## config.mk

```make
export PLATFORM = sky130hd
export DESIGN_NAME = seq_gen
export DESIGN_NICKNAME = d
export VERILOG_FILES = /design/src/rtl/seq_gen.sv
export SDC_FILE = /design/constraint.sdc
export NUM_CORES = 1
export LEC_CHECK = 0
export CORE_MARGIN = 3
export CORE_UTILIZATION = 53
export DETAILED_ROUTE_END_ITERATION = 7
export DONT_BUFFER_PORTS = 1
export PLACE_DENSITY = 0.68
export SLEW_MARGIN = 20
export SYNTH_ARGS = -nofsm -noshare
export SYNTH_HDL_FRONTEND = slang
export SYNTH_SLANG_ARGS = --single-unit
```

## constraint.sdc

```tcl
create_clock -name clk -period 2.55 [get_ports clk]
set_clock_uncertainty 0.2 [all_clocks]
set_input_delay 0.3825 -clock clk [delete_from_list [all_inputs] [get_ports clk]]
set_output_delay 0.3825 -clock clk [all_outputs]
set_load 0.01 [all_outputs]
```

## src/rtl/seq_gen.sv

```systemverilog
// Serial pattern transmitter: shifts a captured pattern out MSB-first, repeated reps times with GAP idle cycles between.
// Optional parity bit after each repetition when SEQ_GEN_PARITY_EN is defined.
module seq_gen #(
  parameter int PAT_W = 4,
  parameter int CNT_W = 4,
  parameter int GAP   = 2
) (
  input  logic             clk,
  input  logic             rst,
  input  logic             start,
  input  logic [PAT_W-1:0] pattern,
  input  logic [CNT_W-1:0] reps,
  output logic             dout,
  output logic             valid,
  output logic             busy,
  output logic             done
);

`ifdef SEQ_GEN_PARITY_EN
  localparam int REP_BITS = PAT_W + 1;
`else
  localparam int REP_BITS = PAT_W;
`endif
  localparam int BCW = $clog2(REP_BITS + 1);
  localparam int GCW = $clog2(GAP + 2);

  typedef enum logic [1:0] {S_IDLE, S_SEND, S_GAP, S_DONE} state_e;

  state_e           state_q, state_d;
  logic [PAT_W-1:0] pat_q, pat_d;
  logic [PAT_W-1:0] shreg_q, shreg_d;
  logic [BCW-1:0]   bit_cnt_q, bit_cnt_d;
  logic [CNT_W-1:0] rep_cnt_q, rep_cnt_d;
  logic [GCW-1:0]   gap_cnt_q, gap_cnt_d;
  logic             dout_q, dout_d;
  logic             valid_q, valid_d;
  logic             busy_q, busy_d;
  logic             done_q, done_d;
  logic             reload;
`ifdef SEQ_GEN_PARITY_EN
  logic             par_q, par_d;
`endif

  // Outputs are computed for the coming cycle, so bit_cnt_q counts bits already on the line.
  always_comb begin
    state_d   = state_q;
    pat_d     = pat_q;
    shreg_d   = shreg_q;
    bit_cnt_d = bit_cnt_q;
    rep_cnt_d = rep_cnt_q;
    gap_cnt_d = gap_cnt_q;
    dout_d    = 1'b0;
    valid_d   = 1'b0;
    busy_d    = 1'b0;
    done_d    = 1'b0;
    reload    = 1'b0;
`ifdef SEQ_GEN_PARITY_EN
    par_d     = par_q;
`endif
    case (state_q)
      S_IDLE, S_DONE: begin
        state_d = S_IDLE;
        if (start) begin
          if (reps != '0) begin
            pat_d     = pattern;
            rep_cnt_d = reps;
            reload    = 1'b1;
`ifdef SEQ_GEN_PARITY_EN
            par_d     = ^pattern;
`endif
          end else begin
            state_d = S_DONE;
            done_d  = 1'b1;
          end
        end
      end
      S_SEND: begin
        if (bit_cnt_q != BCW'(REP_BITS)) begin
          dout_d    = shreg_q[PAT_W-1];
          valid_d   = 1'b1;
          busy_d    = 1'b1;
          shreg_d   = {shreg_q[PAT_W-2:0], 1'b0};
          bit_cnt_d = bit_cnt_q + BCW'(1);
`ifdef SEQ_GEN_PARITY_EN
          if (bit_cnt_q == BCW'(PAT_W)) dout_d = par_q;
`endif
        end else begin
          rep_cnt_d = rep_cnt_q - CNT_W'(1);
          if (rep_cnt_q == CNT_W'(1)) begin
            state_d = S_DONE;
            done_d  = 1'b1;
          end else if (GAP > 0) begin
            state_d   = S_GAP;
            gap_cnt_d = GCW'(1);
            busy_d    = 1'b1;
          end else begin
            reload = 1'b1;
          end
        end
      end
      S_GAP: begin
        busy_d = 1'b1;
        if (gap_cnt_q == GCW'(GAP)) reload = 1'b1;
        else gap_cnt_d = gap_cnt_q + GCW'(1);
      end
      default: state_d = S_IDLE;
    endcase

    if (reload) begin
      state_d   = S_SEND;
      dout_d    = pat_d[PAT_W-1];
      shreg_d   = {pat_d[PAT_W-2:0], 1'b0};
      bit_cnt_d = BCW'(1);
      valid_d   = 1'b1;
      busy_d    = 1'b1;
    end
  end

  always_ff @(posedge clk) begin
    if (!rst) begin
      state_q   <= S_IDLE;
      pat_q     <= '0;
      shreg_q   <= '0;
      bit_cnt_q <= '0;
      rep_cnt_q <= '0;
      gap_cnt_q <= '0;
      dout_q    <= 1'b0;
      valid_q   <= 1'b0;
      busy_q    <= 1'b0;
      done_q    <= 1'b0;
`ifdef SEQ_GEN_PARITY_EN
      par_q     <= 1'b0;
`endif
    end else begin
      state_q   <= state_d;
      pat_q     <= pat_d;
      shreg_q   <= shreg_d;
      bit_cnt_q <= bit_cnt_d;
      rep_cnt_q <= rep_cnt_d;
      gap_cnt_q <= gap_cnt_d;
      dout_q    <= dout_d;
      valid_q   <= valid_d;
      busy_q    <= busy_d;
      done_q    <= done_d;
`ifdef SEQ_GEN_PARITY_EN
      par_q     <= par_d;
`endif
    end
  end

  assign dout  = dout_q;
  assign valid = valid_q;
  assign busy  = busy_q;
  assign done  = done_q;

endmodule

```

==> flow_summary_export.csv <==
group,metric,value,unit
timing,finalSetupTns,0,ns
worst_setup_path,arrival,2.13,ns
logic_synthesis,yosys.area.top_type,"dfxtp_1",
layout,fill_cells,180,
timing,finalCriticalPeriod,2.17,ns
min_path,min_path_type,"input port to flip-flop",
min_path,hold_depth,2,
place,place_hpwl,1740,um
die,die-area,2810,um2
power_and_ir_drop,leakage,0.492,nW
logic_synthesis,synth_top_area_share,37.5,%
clocking,clock_sinks,22,
layout,n_antenna_cell,0,
clocking,clock_path_buffers,2,
logic_synthesis,syn_nets,152,
power_and_ir_drop,sw_frac_of_total,40.2,%
worst_setup_path,cp.required,2.52,ns
logic_synthesis,synth_edf_count,0,
timing,setup_viol,0,
timing,rsz0062_at_grt,"no",
die,start_util,58.0,%
logic_synthesis,synth.yosys.seq_area_share,37.5,%
worst_setup_path,reg2reg_depth,6,
worst_setup_path,cp_slowest_stage_delay,0.44,ns
global_routing,grt_use_total,19.7,%
clocking,cts_tree,"done",
power_and_ir_drop,power_density,1140,nW/um2
power_and_ir_drop,pwr-share-clk,13.3,%
worst_setup_path,timing.rr.end,"dout",
timing,fin_crit_sh,84.9,%
timing,max_slew_margin,65.6,%
place,globalplace.congestion,0.797,
run,maxCapViolCount,0,
worst_setup_path,r2r_slack,0.38,ns
timing,slew_violations,0,
logic_synthesis,synth_ff_type,"dfxtp_1",
worst_setup_path,endpoint_kind,"flip-flop",
logic_synthesis,avgSynthCellArea,8.76,um2
global_routing,grt-ovfl-total,0,
die,coreArea,2020,um2
detailed_routing,drtPass1Iterations,4,
global_routing,grt_pass1_vias,933,
min_path,whs_endpoint,"bit_cnt_q[1]",
worst_setup_path,path_max_fanout,10,
power_and_ir_drop,p_int,0.849,mW
die,placementRows,16,
clocking,cts_resized,0,
min_path,min-delay-start,"rst",
power_and_ir_drop,power_frac_seq,36.7,%
global_routing,grt_max_degree,17,
logic_synthesis,ys_ff_latch,22,
logic_synthesis,async_flop_share,0,%
layout,regArea,440,um2
worst_setup_path,start_kind,"flip-flop",
timing,worstMarginPinSlew,0.517,ns
die,fp.dieW,53.1,um
timing,fmax,462,MHz
detailed_routing,antenna_left,0,
clocking,clk_pin_slew_worst_paths,0.11,ns
power_and_ir_drop,p_switching,0.572,mW
layout,design_area,1250,um2
global_routing,grt_pass1_wl,4080,um
detailed_routing,drt-vias-per-instance,5.66,
logic_synthesis,synth_cells,134,
worst_setup_path,crit_chain,"inv_1, ha_1, nand2_1, nor2_2, mux2i_1, o22ai_1",
layout,fin_nets,155,
layout,area_growth,6.50,%
logic_synthesis,synth.area.top_cells,"dfxtp_1 38%, ha_1 7.5%, a21oi_1 5.5%",
timing,hold_ws,0.0105,ns
detailed_routing,drt-total-wl,2330,um
power_and_ir_drop,ir_drop,700,uV
logic_synthesis,yosysMostFrequentCell,"dfxtp_1",
worst_setup_path,cp_slowest_cell,"ha_1",
detailed_routing,drc,0,
clocking,cts_setup_buffers,0,
layout,multi_input_area,671,um2
clocking,htree_num_levels,1,
clocking,clock_latency,0.30,ns
clocking,numCtsBuffers,3,
logic_synthesis,synth_cell_type_count,37,
logic_synthesis,ys_warn_count,0,
worst_setup_path,worstSetupPathType,"flip-flop to flip-flop",
logic_synthesis,syn-cell-area,1170,um2
place,numPortBuffers,0,
clocking,cts_hold_buf,1,
detailed_routing,drt_iter0_drc,18,
die,die_h,53.1,um
layout,drive_above_1_share,11.8,%
global_routing,antenna_found_initial,0,
logic_synthesis,netlist_top_cells_count,"22 x dfxtp_1, 14 x nand2_1, 13 x a21oi_1",
status,status,"finished, final reports clean",
detailed_routing,routedWlPerCell,14.3,um
power_and_ir_drop,power,1.42,mW
timing,setup_slack,0.384,ns
die,io_pins,15,
place,pre_cts_ws,0.423,ns
place,postPlaceCellArea,1190,um2
worst_setup_path,r2r-start,"state_q[0]",
clocking,cts-root-buf,"clkbuf_4",
timing,final_hold_viol_count,0,
detailed_routing,num_vias,923,
power_and_ir_drop,combPwrFrac,50.0,%
-- cells in the final DEF (no fill, tap or decap), drive strengths merged, types with 2 or more instances in the layout --
cell type / count
o311a: 2
inv: 11
dlygate4sd3: 2
o22ai: 5
mux2: 3
o211ai: 2
clkbuf: 4
nand2: 14
nand2b: 2
nor2: 13
o21ai: 5
xnor2: 2
a21oi: 13
nor3: 2
mux2i: 6
ha: 7
dfxtp: 22
nand3: 3
-- power by group through the flow --
stage                     Sequential, mW  Clock (mW)  Combinational (mW)
after floorplan                    0.510           0               0.593
after global placement             0.525           0               0.681
after detailed placement           0.528           0               0.701
after CTS                          0.520       0.197               0.705
after global routing               0.534       0.209               0.804
final                              0.521       0.189               0.711
-- state kept, by name (all words and copies together), names as in the netlist --
register,flops
rep_cnt_q,4
gap_cnt_q,2
shreg_q,3
done,1
busy,1
bit_cnt_q,3
dout,1
pat_q,4
valid,1
state_q,2
-- stage by stage --
| step | util, % | std cells |
|---|---|---|
| floorplan | - | 134 |
| global placement | 59.0 | 157 |
| detailed placement | 59.0 | 157 |
| CTS | 61.3 | 162 |
| global route | 61.8 | 163 |
| finish | 61.8 | 163 |
-- cells by family (layout without fill, tap and decap cells) --
family                     count (synthesis)  in the layout  synth area share (%)
buffers and inverters                     16             18                  5.33
adders and majority gates                  7              7                  7.46
xor gates and xnor gates                   3              3                  2.24
DFF                                       22             22                  37.5
muxes                                      9              9                  8.00
and+or+nand+nor                           42             42                  18.0
AOI/OAI and AO/OA                         35             35                  21.4
-- final cells by class --
type                    count  share of cell area [%]
clock buffers               4                    2.90
flip-flops and latches     22                    35.2
well taps                  27                    2.70
repair buffers              3                    2.20
inverters                  11                    3.30
multi-input cells          96                    53.7
-- worst max path at each step --
stage | startpoint | end
final | state_q[0] | dout
after global routing | state_q[0] | shreg_q[1]
after CTS | state_q[0] | dout
after detailed placement | state_q[0] | dout
after global placement | state_q[0] | dout
after floorplan | state_q[0] | shreg_q[1]
-- metal layers --
metal / global-route usage (%) / part of all wire (%)
met5: 0 / 0
met4: 8.51 / 1.6
met3: 3.38 / 3.0
met2: 31.6 / 45
met1: 25.7 / 50
-- critical path: cells and delay by family (launching register included) --
kind	cells	cell delay [ns]
AOI/OAI and AO/OA	1	0.11
muxes	1	0.31
buffers and inverters	1	0.07
adders and majority gates	1	0.44
DFF	1	0.38
and+or+nand+nor	2	0.54
Note: power is estimated with default switching activity, not from simulation.
